--- config.mk ---
export PLATFORM = sky130hd
export DESIGN_NAME = rr_slice_arbiter
export DESIGN_NICKNAME = d
export VERILOG_FILES = /design/src/rtl/rr_slice_arbiter.sv
export SDC_FILE = /design/constraint.sdc
export NUM_CORES = 1
export LEC_CHECK = 0
export CAP_MARGIN = 40
export CORE_ASPECT_RATIO = 1.5
export CORE_MARGIN = 2
export CORE_UTILIZATION = 36
export CTS_BUF_LIST = sky130_fd_sc_hd__clkbuf_8
export DETAILED_ROUTE_END_ITERATION = 10
export PLACE_DENSITY = 0.82
export SLEW_MARGIN = 0
export SYNTH_ARGS = -nofsm -noshare
export SYNTH_HDL_FRONTEND = slang
export SYNTH_SLANG_ARGS = --single-unit
--- constraint.sdc ---
create_clock -name clk -period 2.85 [get_ports clk]
set_clock_uncertainty 0.1 [all_clocks]
set_input_delay 0.57 -clock clk [delete_from_list [all_inputs] [get_ports clk]]
set_output_delay 0.57 -clock clk [all_outputs]
set_load 0.02 [all_outputs]
--- src/rtl/rr_slice_arbiter.sv ---
// rr_slice_arbiter: N_REQ-to-1 round-robin arbiter feeding a registered valid/ready forward slice.
// Define RR_SLICE_PKT_LOCK_EN to hold the grant on one requester until its req_last beat.
module rr_slice_arbiter #(
  parameter int N_REQ = 4,
  parameter int DW    = 16,
  parameter int SW    = $clog2(N_REQ)
) (
  input  logic                clk,
  input  logic                rst_n,
  input  logic [N_REQ-1:0]    req_vld,
  output logic [N_REQ-1:0]    req_rdy,
  input  logic [N_REQ*DW-1:0] req_data,
`ifdef RR_SLICE_PKT_LOCK_EN
  input  logic [N_REQ-1:0]    req_last,
  output logic                out_last,
`endif
  output logic                out_vld,
  input  logic                out_rdy,
  output logic [DW-1:0]       out_data,
  output logic [SW-1:0]       out_src
);

  logic [SW-1:0] ptr_r;
  logic          out_vld_r;
  logic [DW-1:0] out_data_r;
  logic [SW-1:0] out_src_r;

  logic [SW-1:0] rr_idx_s;
  logic          rr_any_s;
  logic [SW-1:0] scan_idx_s;
  logic [SW-1:0] gnt_idx_s;
  logic          gnt_any_s;
  logic          slot_free_s;
  logic          acc_s;
  logic          ptr_upd_s;
  logic [SW-1:0] ptr_nxt_s;

`ifdef RR_SLICE_PKT_LOCK_EN
  logic          lock_vld_r;
  logic [SW-1:0] lock_idx_r;
  logic          out_last_r;
`endif

  // Round-robin scan from ptr; walking offsets downwards lets the nearest valid index win.
  always_comb begin
    rr_idx_s   = {SW{1'b0}};
    rr_any_s   = 1'b0;
    scan_idx_s = {SW{1'b0}};
    for (int k = N_REQ - 1; k >= 0; k--) begin
      scan_idx_s = SW'((int'(ptr_r) + k) % N_REQ);
      rr_idx_s   = req_vld[scan_idx_s] ? scan_idx_s : rr_idx_s;
      rr_any_s   = req_vld[scan_idx_s] | rr_any_s;
    end
  end

  // Final grant: a held packet lock overrides the round-robin choice.
  always_comb begin
`ifdef RR_SLICE_PKT_LOCK_EN
    gnt_idx_s = lock_vld_r ? lock_idx_r : rr_idx_s;
    gnt_any_s = lock_vld_r ? req_vld[lock_idx_r] : rr_any_s;
    ptr_upd_s = acc_s & req_last[gnt_idx_s];
`else
    gnt_idx_s = rr_idx_s;
    gnt_any_s = rr_any_s;
    ptr_upd_s = acc_s;
`endif
  end

  assign slot_free_s = ~out_vld_r | out_rdy;
  assign acc_s       = gnt_any_s & slot_free_s;
  assign ptr_nxt_s   = (gnt_idx_s == SW'(N_REQ - 1)) ? {SW{1'b0}} : gnt_idx_s + SW'(1'b1);

  // One-hot ready toward the winner only; forced low while reset is asserted.
  always_comb begin
    req_rdy = {N_REQ{1'b0}};
    for (int i = 0; i < N_REQ; i++) begin
      req_rdy[i] = rst_n & acc_s & (gnt_idx_s == SW'(i));
    end
  end

  // Output slice and priority pointer.
  always_ff @(posedge clk or negedge rst_n) begin
    if (!rst_n) begin
      out_vld_r  <= 1'b0;
      out_data_r <= {DW{1'b0}};
      out_src_r  <= {SW{1'b0}};
      ptr_r      <= {SW{1'b0}};
    end else begin
      if (acc_s) begin
        out_vld_r  <= 1'b1;
        out_data_r <= req_data[gnt_idx_s*DW +: DW];
        out_src_r  <= gnt_idx_s;
      end else if (out_rdy) begin
        out_vld_r  <= 1'b0;
      end else begin
        out_vld_r  <= out_vld_r;
      end
      if (ptr_upd_s) begin
        ptr_r <= ptr_nxt_s;
      end else begin
        ptr_r <= ptr_r;
      end
    end
  end

`ifdef RR_SLICE_PKT_LOCK_EN
  // Packet lock: set on a non-last accepted beat, released by the same requester's last beat.
  always_ff @(posedge clk or negedge rst_n) begin
    if (!rst_n) begin
      lock_vld_r <= 1'b0;
      lock_idx_r <= {SW{1'b0}};
      out_last_r <= 1'b0;
    end else if (acc_s) begin
      lock_vld_r <= ~req_last[gnt_idx_s];
      lock_idx_r <= gnt_idx_s;
      out_last_r <= req_last[gnt_idx_s];
    end else begin
      lock_vld_r <= lock_vld_r;
      lock_idx_r <= lock_idx_r;
      out_last_r <= out_last_r;
    end
  end

  assign out_last = out_last_r;
`endif

  assign out_vld  = out_vld_r;
  assign out_data = out_data_r;
  assign out_src  = out_src_r;

endmodule

# == Word-level counts from Yosys, hierarchy flattened ==
# Cells that the tools add are included.
# word_totals
word_cells,44
regBits,21
output_inout_bits,23
# op_classes
n_addsub,4
mux,15
eq_ne,3
n_reduce_logical,2
order_cmp,4
n_shift,1
bitwise_logic,11
# op_table
op,count
$shiftx 64x7->16,1
$lt 2x3->1 const B,4
$mux 2,5
$bmux 1 s2,4
$and 1x1->1,6
$mux 1,6
$add 2x1->2 const B,2
$add 2x2->2 const B,2
$eq 2x2->1 const B,2
$or 1x1->1,4
$eq 2x1->1 const B,1
$logic_not 2->1,1
$reduce_bool 2->1,1
$not 1->1,1

# == Depth between registers and ports, before layout ==
# Gate-level depths: netlist of the first run.
# depth
depth_word,9
mapped_depth,8
ltp_nobuf,6

# == Least setup slack after synthesis of the first run ==
# OpenSTA, ideal clock, no wires.
# synth_path
path_kind,input to output
from,in req_vld[2]
to,out req_rdy[3]
t_arrival_ns,1.919
t_required_ns,2.180
path_slack_ns,0.261
n_path_buf,2
path_stages,6
cell_sequence,nor2b_1 a21o_1 a211o_1 buf_6 buf_8 nor3_1
# synth_between
elab_chain_cells,8
word_cells_on_any_way,19
# synth_rtl
element,line_no,text
from (decl),10,"input logic [N_REQ-1:0] req_vld,"
$bmux 1 s2,"51, 52",
$mux 1 (not written as such),"51, 52",
$mux 2 / $or 1x1->1 (equally long branches) (3 in series),"51, 52",
$mux 2 / $and 1x1->1 (equally long branches),"51, 70",
$eq 2x2->1 / $and 1x1->1 (equally long branches),77,req_rdy[i] = rst_n & acc_s & (gnt_idx_s == SW'(i));
$and 1x1->1 *,77,
to (decl),11,"output logic [N_REQ-1:0] req_rdy,"
# Mark *: on every way between the ends. The rest lies on a longest branch, timed or not. The select of a mux whose other input is x is not followed.

# == Worst setup path after layout of the first run ==
# layout_path
from,in req_vld[0]
to,out req_rdy[0]
# layout_between
elab_chain_cells,8
word_cells_on_any_way,19
# layout_rtl
element,line_no
$bmux 1 s2,"51, 52"
$mux 1 (not written as such),"51, 52"
$or 1x1->1 / $mux 2 (equally long branches) (3 in series),"52, 51"
$and 1x1->1 / $mux 2 (equally long branches),"70, 51"
$and 1x1->1 / $logic_not 2->1 (equally long branches),77
$and 1x1->1 *,77
# Marks and branches as above.

==> impl_metrics.csv, run 1 <==
group,metric,value,unit
run_status,run_status,"finished, final reports clean",
worst_setup_path,worst_ep_required_time,2180,ps
synthesis,synth_seq_area_share,38.9,%
synthesis,synth_edf_count,0,
cts,clk_path_buf_depth,2,
drt,first_iter_violations,16,
worst_setup_path,critPathCaptureType,"output port",
worst_setup_path,critical-path-slowest-cell,"sky130_fd_sc_hd__clkdlybuf4s50_1",
worst_setup_path,path_cells,"clkdlybuf4s50_1 > nand2b_1 > a21oi_1 > a211o_2 > inv_2 > buf_4 > nor3b_1 > clkdlybuf4s15_2",
drt,via_count,1399,
synthesis,ys.flop_type,"sky130_fd_sc_hd__dfrtp_1",
floorplan,die_area,4270,um^2
synthesis,synth_cells,128,
layout,antenna_cells,0,
synthesis,avgSynthCellArea,10.6,um^2
global_routing,antenna_found_initial,0,
drt,met1_length,1390,um
synthesis,netlist.top_cell.by_area,"sky130_fd_sc_hd__dfrtp_1",
cts,clock-root-buffer,"sky130_fd_sc_hd__clkbuf_8",
cts,tritoncts_clock_tree,"done",
drt,met3WireLength,239,um
floorplan,initial_utilization,37.1,%
timing,fin_ws,27.3,ps
timing,fraction_of_the_cycle_the_final_worst_path_needs,99.0,%
placed_design,pre_cts_ws,-421,ps
layout,seqCellArea,526,um^2
floorplan,ioPinCount,94,
hold_path,worst_hold_path_type,"reg -> reg",
synthesis,synth_fp_nets,200,
timing,grt_setup_unrepaired,"yes",
timing,slew_headroom,78.3,%
worst_setup_path,path_max_fanout,5,
power_and_ir_drop,power.density_cell_area,665,nW/um^2
worst_setup_path,critPathLaunchType,"input port",
layout,drive_above_1_share,13.7,%
drt,detailedRoute.firstPassIterationCount,2,
worst_setup_path,crit_buf_inv,4,
global_routing,vias_in_the_first_global_route,1485,
synthesis,synthTopCellsByArea,"sky130_fd_sc_hd__dfrtp_1 (39%), sky130_fd_sc_hd__mux2i_1 (24%), sky130_fd_sc_hd__o221ai_1 (10%)",
worst_setup_path,cp.arrival,2150,ps
placed_design,gp_congestion,0.748,
cts,worstSkewPairLatency,250,ps
synthesis,synth.yosys.warnings,0,
drt,remaining_antenna_violation_count_after_routing,0,
timing,number_of_failing_setup_endpoints_in_the_final_timing_report,0,
synthesis,yosys.area.top_type_share,38.9,%
global_routing,largest_net_degree_at_the_start_of_global_routing,20,
drt,highest_layer,"met4",
timing,timing.fmax,354,MHz
cts,cts.htree.levels,1,
flow_run,maxCapViolCount,0,
floorplan,num_rows,27,
floorplan,die_y,79.1,um
worst_setup_path,max_incr_delay_on_cp,580,ps
drt,drt_wl_total,4070,um
cts,cts.hold.buffers_added,0,
synthesis,synth_commonest_cells,"sky130_fd_sc_hd__mux2i_1 (32), sky130_fd_sc_hd__nand2_1 (22), sky130_fd_sc_hd__dfrtp_1 (21)",
global_routing,wire_length_of_the_first_global_routing_pass,6670,um
timing,tightestPinTransition,324,ps
cts,clk_transition_reported_paths,70,ps
drt,met2WireLength,2350,um
placed_design,buffer_ports.inserted,93,
synthesis,synth_cell_types,23,
layout,num-fill-cells,314,
cts,cts_buffers,3,
timing,post-route-min-period,2820,ps
global_routing,globalRouteOverflowTotal,0,
worst_setup_path,worstSetupPathType,"in -> out",
power_and_ir_drop,power_leakage,0.00111,uW
drt,drc,0,
drt,routed_wire_length_per_instance,14.7,um
layout,multi_input_comb_area,732,um^2
power_and_ir_drop,power.ir.vdd_worst,0.451,mV
cts,clock-sinks,21,
drt,avgViaCountPerCell,5.05,
timing,timing.final.hold_violations,0,
worst_setup_path,crit_family,"buffers and inverters",
placed_design,hpwlAfterDp,3350,um
floorplan,die_x,54.0,um
synthesis,synthesis.area,1350,um^2
floorplan,core_area,3650,um^2
timing,worst_hold_slack,387,ps
synthesis,synth.most_common_cell,"sky130_fd_sc_hd__mux2i_1",
layout,nets,307,
global_routing,grt_usage,20.6,%
timing,finalMaxSlewViolations,0,
layout,synthToLayoutAreaGrowth,79.6,%
synthesis,synthArstFlopShare,100,%
synthesis,synth.ff_latch_count,21,
metrics by stage:
step / cells / cell area (um^2) / utilization [%] / TNS [ps] / total power (uW)
5_1_grt: 277 / 2430 / 66.6 / -32.5 / 1730
6_report: 277 / 2430 / 66.6 / 0 / 1620
3_3_place_gp: 273 / 2360 / 64.8 / -1310 / 1420
3_5_place_dp: 273 / 2360 / 64.8 / -1450 / 1440
4_1_cts: 277 / 2400 / 65.8 / 0 / 1630
2_1_floorplan: 128 / 1350 / - / 0 / 1040
layout make-up:
class                   instances  share of cell area, %
clock inverters                 1                  0.155
repair buffers                111                   43.5
well taps                      43                   2.22
clock buffers                   3                   1.70
flip-flops and latches         21                   21.6
multi-input cells              94                   30.1
inverters                       4                  0.618
what timing repair did:
action | in CTS | in global routing
resized for setup | 15 | 9
pin swaps | 0 | 2
setup buffers | 0 | 0
endpoints found under the setup margin | 4 | 4
logic make-up (layout without fill, tap and decap cells):
group	Yosys count	after routing	synth area share, %
compound gates	27	27	16.1
buf+inv	13	119	9.25
mux	32	32	23.7
fa+ha+maj	1	1	0.925
simple gates	34	34	11.2
flops	21	21	38.9
registers in the layout (all words and copies together), names as in the netlist:
| register | count |
|---|---|
| out_data | 16 |
| out_src | 2 |
| out_vld | 1 |
| ptr_r | 2 |
routing by layer:
layer  global-route usage [%]  vias up
met5                        0        -
met4                     7.25        0
met3                     3.01        8
met2                     38.7       51
met1                     22.2      652
li1                         -      688
report_power, final:
group	switching [uW]	internal (uW)	leakage, uW
clock	91.1	95.7	0.0000269
sequential	70.8	409	0.000253
combinational	444	505	0.000833
cells in the final DEF (no fill, tap or decap), types with 2 or more instances in the layout:
cell type | netlist | layout
sky130_fd_sc_hd__mux2i_1 | 32 | 32
sky130_fd_sc_hd__clkdlybuf4s50_1 | 0 | 88
sky130_fd_sc_hd__nand2_1 | 22 | 22
sky130_fd_sc_hd__inv_1 | 4 | 4
sky130_fd_sc_hd__nor3_1 | 2 | 2
sky130_fd_sc_hd__a21o_1 | 3 | 3
sky130_fd_sc_hd__dfrtp_1 | 21 | 21
sky130_fd_sc_hd__nor2_1 | 2 | 2
sky130_fd_sc_hd__a21oi_1 | 5 | 4
sky130_fd_sc_hd__clkbuf_8 | 0 | 3
sky130_fd_sc_hd__buf_4 | 1 | 19
sky130_fd_sc_hd__o221ai_1 | 16 | 16
sky130_fd_sc_hd__nand2b_1 | 3 | 2
worst paths after layout:
check / start / to / slack [ps] / cells after the start
setup / recovery: req_vld[0] / req_rdy[0] / 30 / 8
hold / removal: out_src[1] / out_src[1] / 390 / 2
setup reg to reg: ptr_r[0] / out_data[3] / 1030 / 7
hold reg to reg: out_src[1] / out_src[1] / 390 / 2
max in group asynchronous: rst_n / out_data[11] / 1890 / 2
min in group asynchronous: rst_n / ptr_r[0] / 580 / 2
worst min-delay path, stage by stage (launching register included):
cell	delay, ps
sky130_fd_sc_hd__dfrtp_1	350
sky130_fd_sc_hd__nand2_1	50
sky130_fd_sc_hd__nand2_1	60
(Power assumes the default switching activity.)
==> run 2: changes to the inputs <==
Settings changed: GPL_TIMING_DRIVEN set to 0.
==> impl_metrics.csv, run 2 (synthesis gave the netlist of run 1 again) <==
group,metric,value,unit
timing,number_of_failing_setup_endpoints_in_the_final_timing_report,0,
layout,synthToLayoutAreaGrowth,78.7,%
layout,nets,300,
cts,clk_transition_reported_paths,70,ps
cts,cts.htree.levels,1,
worst_setup_path,critPathLaunchType,"input port",
placed_design,dpl-instance-area,2350,um^2
placed_design,gp_congestion,0.768,
timing,final.setup.tns,0,ps
cts,cts_buffers,3,
floorplan,die_area,4270,um^2
layout,drive_above_1_share,10.6,%
power_and_ir_drop,power.ir.vdd_worst,0.543,mV
floorplan,die_x,54.0,um
drt,remaining_antenna_violation_count_after_routing,0,
drt,avgViaCountPerCell,5.18,
timing,tightestPinTransition,552,ps
worst_setup_path,worst_ep_required_time,2180,ps
global_routing,grt_usage,20.2,%
timing,slew_headroom,63.1,%
power_and_ir_drop,power_leakage,0.00111,uW
global_routing,antenna_found_initial,0,
worst_setup_path,timing.reg2reg.setup_slack,930,ps
drt,detailedRoute.firstPassIterationCount,4,
drt,routed_wire_length_per_instance,15.1,um
layout,postLayoutCellArea,2420,um^2
layout,most-common-layout-cells,"sky130_fd_sc_hd__clkdlybuf4s50_1 (84), sky130_fd_sc_hd__mux2i_1 (32), sky130_fd_sc_hd__nand2_1 (22), sky130_fd_sc_hd__dfrtp_1 (21), sky130_fd_sc_hd__o221ai_1 (16)",
drt,drc,0,
global_routing,wire_length_of_the_first_global_routing_pass,6340,um
drt,drt_wl_total,4090,um
cts,worstSkewPairLatency,250,ps
timing,post-route-min-period,2750,ps
cts,cts.hold.buffers_added,0,
global_routing,globalRouteOverflowTotal,0,
worst_setup_path,worstSetupPathType,"in -> out",
floorplan,die_y,79.1,um
layout,num-fill-cells,316,
global_routing,largest_net_degree_at_the_start_of_global_routing,13,
hold_path,worst_hold_path_type,"in -> async",
floorplan,num_rows,27,
layout,largest_reg_flops,16,
run_status,run_status,"finished, final reports clean",
worst_setup_path,crit_family,"buffers and inverters",
cts,clock-sinks,21,
worst_setup_path,critPathCaptureType,"output port",
worst_setup_path,crit_buf_inv,6,
global_routing,vias_in_the_first_global_route,1431,
worst_setup_path,critPathMostFrequentCell,"sky130_fd_sc_hd__buf_6",
timing,timing.fmax,364,MHz
worst_setup_path,path_max_fanout,10,
layout,layout.cells.most_common,"sky130_fd_sc_hd__clkdlybuf4s50_1",
floorplan,ioPinCount,94,
drt,via_count,1398,
power_and_ir_drop,finalPower,1650,uW
layout,antenna_cells,0,
floorplan,core_area,3650,um^2
cts,clk_path_buf_depth,2,
timing,timing.final.hold_violations,0,
worst_setup_path,critical-path-slowest-cell,"sky130_fd_sc_hd__a211o_1",
timing,worst_hold_slack,182,ps
placed_design,buffer_ports.inserted,93,
power_and_ir_drop,power.density_cell_area,681,nW/um^2
worst_setup_path,cp.arrival,2080,ps
timing,fraction_of_the_cycle_the_final_worst_path_needs,96.5,%
timing,finalMaxSlewViolations,0,
drt,first_iter_violations,14,
timing,grt_setup_unrepaired,"no",
worst_setup_path,path_cells,"clkdlybuf4s15_1 > inv_1 > a21o_1 > a211o_1 > buf_6 > buf_8 > inv_2 > ha_1 > and3_1 > buf_6",
cts,clock-root-buffer,"sky130_fd_sc_hd__clkbuf_8",
worst_setup_path,max_incr_delay_on_cp,300,ps
flow_run,maxCapViolCount,0,
cts,tritoncts_clock_tree,"done",
placed_design,hpwlAfterDp,3240,um
floorplan,initial_utilization,37.1,%
## run 2: changes by cell type in the layout (fill, tap and decap cells not counted), moves of 2 or more
cell	change
sky130_fd_sc_hd__buf_6	+5
sky130_fd_sc_hd__buf_4	-17
sky130_fd_sc_hd__dlygate4sd2_1	+2
sky130_fd_sc_hd__clkdlybuf4s50_1	-4
sky130_fd_sc_hd__buf_8	+4
## run 2: metal layers
| metal | track usage, % | part of all wire (%) | routed length (um) | vias to the layer above |
|---|---|---|---|---|
| li1 | - | - | - | 673 |
| met1 | 21.5 | 36 | 1460 | 658 |
| met2 | 37.3 | 56 | 2290 | 57 |
| met3 | 2.82 | 5.2 | 211 | 10 |
| met4 | 9.00 | 3.1 | 127 | 0 |
| met5 | 0 | 0 | 0 | - |
## run 2: area by class of cell
type                       count  area (um^2)  area share, %
timing repair buffer          95          947           39.2
multi-input combinational     94          721           29.8
sequential                    21          526           21.7
buffer                         9          110           4.55
tap                           43         53.8           2.23
clock buffer                   3         41.3           1.71
inverter                       4         15.0          0.621
clock inverter                 1         3.75          0.155
## run 2: timing repair
item                                   CTS  global route
endpoints found under the hold margin    0             0
resized for setup                       26             6
setup endpoints to repair                4             3
setup buffers                            1             0
## run 2: where the power goes
part / total [uW] / internal [uW] / switching (uW)
Sequential: 476 / 409 / 66.9
Clock: 188 / 95.7 / 92.2
Combinational: 981 / 522 / 460
Total: 1650 / 1030 / 619
## run 2: path summary, 6_finish.rpt
check / depth (start not counted) / start / to
max: 10 / req_vld[3] / req_rdy[1]
min reg2reg: 2 / out_src[1] / out_src[1]
max in group asynchronous: 2 / rst_n / out_data[5]
min in group clk: 2 / out_src[1] / out_src[1]
min: 1 / rst_n / out_vld
max reg2reg: 8 / ptr_r[0] / out_data[10]
## run 2: per-stage QoR
stage | std cells | util [%] | setup WS (ps)
3_3_place_gp | 264 | 64.1 | -730
3_5_place_dp | 265 | 64.5 | -742
5_1_grt | 270 | 66.3 | 17.0
6_report | 270 | 66.3 | 101
2_1_floorplan | 128 | - | 261
4_1_cts | 270 | 66.3 | 2.71
==> run 3: changes to the inputs <==
Settings changed: CORE_MARGIN 2 to 5.
Clock period 2.85 ns to 2.67 ns, I/O delays scaled along.
==> impl_metrics.csv, run 3 (synthesis gave the netlist of run 1 again) <==
group,metric,value,unit
worst_setup_path,worstReg2RegStart,"ptr_r[0]",
worst_setup_path,rr_endpoint,"out_data[12]",
drt,remaining_antenna_violation_count_after_routing,0,
placed_design,buffer_ports.inserted,93,
layout,post-route-util,65.9,%
timing,tightestPinTransition,684,ps
drt,detailedRoute.firstPassIterationCount,4,
timing,fraction_of_the_cycle_the_final_worst_path_needs,95.0,%
cts,worstSkewPairLatency,260,ps
placed_design,gp_congestion,0.768,
cts,clock-sinks,21,
power_and_ir_drop,power_leakage,0.00109,uW
floorplan,num_rows,27,
layout,synthToLayoutAreaGrowth,77.8,%
layout,layout.cells.most_common,"sky130_fd_sc_hd__clkdlybuf4s50_1",
timing,slew_headroom,54.0,%
global_routing,wire_length_of_the_first_global_routing_pass,6870,um
drt,via_count,1397,
floorplan,initial_utilization,37.1,%
worst_setup_path,worstSetupPathType,"in -> out",
timing,finalMaxSlewViolations,0,
placed_design,dpl-instance-area,2350,um^2
global_routing,globalRouteOverflowTotal,0,
cts,cts.htree.levels,1,
floorplan,core_area,3650,um^2
worst_setup_path,critPathCaptureType,"output port",
power_and_ir_drop,p_seq_share,28.9,%
layout,drive_above_1_share,12.4,%
timing,post-route-min-period,2540,ps
floorplan,ioPinCount,94,
timing,grt_setup_unrepaired,"no",
power_and_ir_drop,sw_frac_of_total,38.4,%
power_and_ir_drop,power.ir.vdd_worst,0.527,mV
power_and_ir_drop,pwr-share-clk,12.2,%
power_and_ir_drop,p_switching,676,uW
floorplan,die_x,60.0,um
global_routing,antenna_found_initial,0,
cts,clk_transition_reported_paths,90,ps
floorplan,die_area,5110,um^2
worst_setup_path,worst_setup_path_startpoint,"req_vld[2]",
power_and_ir_drop,cell_internal_pwr,1090,uW
cts,clk_path_buf_depth,2,
floorplan,die_y,85.1,um
drt,drt_wl_total,4400,um
drt,drc,0,
drt,avgViaCountPerCell,5.19,
layout,antenna_cells,0,
worst_setup_path,worst_ep_required_time,2040,ps
flow_run,maxCapViolCount,0,
layout,largest_reg_flops,16,
drt,first_iter_violations,40,
cts,cts_buffers,3,
cts,tritoncts_clock_tree,"done",
run_status,run_status,"finished, final reports clean",
worst_setup_path,timing.reg2reg.setup_slack,620,ps
cts,clock-root-buffer,"sky130_fd_sc_hd__clkbuf_8",
worst_setup_path,path_max_fanout,11,
layout,postLayoutCellArea,2400,um^2
timing,timing.fmax,394,MHz
worst_setup_path,cp.arrival,1900,ps
timing,final.setup.tns,0,ps
global_routing,largest_net_degree_at_the_start_of_global_routing,14,
cts,cts.hold.buffers_added,0,
drt,routed_wire_length_per_instance,16.3,um
placed_design,hpwlAfterDp,3570,um
global_routing,grt_usage,17.6,%
global_routing,vias_in_the_first_global_route,1482,
power_and_ir_drop,share_comb_of_total_power,58.9,%
worst_setup_path,critPathLaunchType,"input port",
hold_path,worst_hold_path_type,"in -> async",
layout,most-common-layout-cells,"sky130_fd_sc_hd__clkdlybuf4s50_1 (84), sky130_fd_sc_hd__mux2i_1 (32), sky130_fd_sc_hd__nand2_1 (22), sky130_fd_sc_hd__dfrtp_1 (21), sky130_fd_sc_hd__o221ai_1 (16)",
timing,timing.final.hold_violations,0,
timing,number_of_failing_setup_endpoints_in_the_final_timing_report,0,
layout,nets,299,
timing,worst_hold_slack,278,ps
power_and_ir_drop,power.density_cell_area,733,nW/um^2
worst_setup_path,worst-r2r-cell-count,8,
run 3: worst max-delay path by stage:
stage / endpoint / slack (ps)
2_1_floorplan: req_rdy[3] / 150
3_3_place_gp: req_rdy[1] / -850
3_5_place_dp: req_rdy[1] / -880
4_1_cts: req_rdy[1] / 20
5_1_grt: req_rdy[0] / 10
6_report: req_rdy[1] / 130
run 3: cell type report:
| type | count | area [um^2] |
|---|---|---|
| Clock inverter | 1 | 7.51 |
| Inverter | 4 | 17.5 |
| Buffer | 8 | 95.1 |
| Tap cell | 43 | 53.8 |
| Fill cell | 304 | 1240 |
| Timing Repair Buffer | 95 | 931 |
| Sequential cell | 21 | 526 |
| Clock buffer | 3 | 41.3 |
| Multi-Input combinational cell | 94 | 733 |
run 3: critical path: stages:
cell	delay, ps
sky130_fd_sc_hd__buf_2	130
sky130_fd_sc_hd__nor2b_4	130
sky130_fd_sc_hd__a21o_1	150
sky130_fd_sc_hd__a211o_1	310
sky130_fd_sc_hd__buf_6	170
sky130_fd_sc_hd__inv_4	60
sky130_fd_sc_hd__ha_1	130
sky130_fd_sc_hd__and3_4	180
sky130_fd_sc_hd__buf_6	110
run 3: per-stage QoR:
step | total power (uW) | instances | worst slack (ps)
after floorplan | 1110 | 128 | 153
after global placement | 1550 | 264 | -846
after detailed placement | 1570 | 265 | -879
after CTS | 1800 | 270 | 16.6
after global routing | 1870 | 269 | 11.8
final | 1760 | 269 | 133
run 3: power by group through the flow:
stage / combinational (uW) / clock [uW] / sequential [uW]
global route: 1120 / 230 / 527
finish: 1040 / 215 / 509
detailed placement: 1050 / 0 / 512
global placement: 1040 / 0 / 504
floorplan: 468 / 0 / 642
CTS: 1070 / 215 / 508
run 3: what timing repair did:
item | in CTS | in global routing
gates resized for setup | 33 | 8
cloned | 0 | 0
pin swaps | 1 | 1
setup buffers | 1 | 0
setup endpoints to repair | 4 | 4
run 3: per-layer routing:
metal  vias to the layer above  part of all wire, %  GRT usage (%)
met4                         0                  1.5           5.24
met3                         6                  7.2           3.20
met5                         -                    0              0
met2                        54                   55           32.8
met1                       661                   36           19.4
li1                        676                    -              -
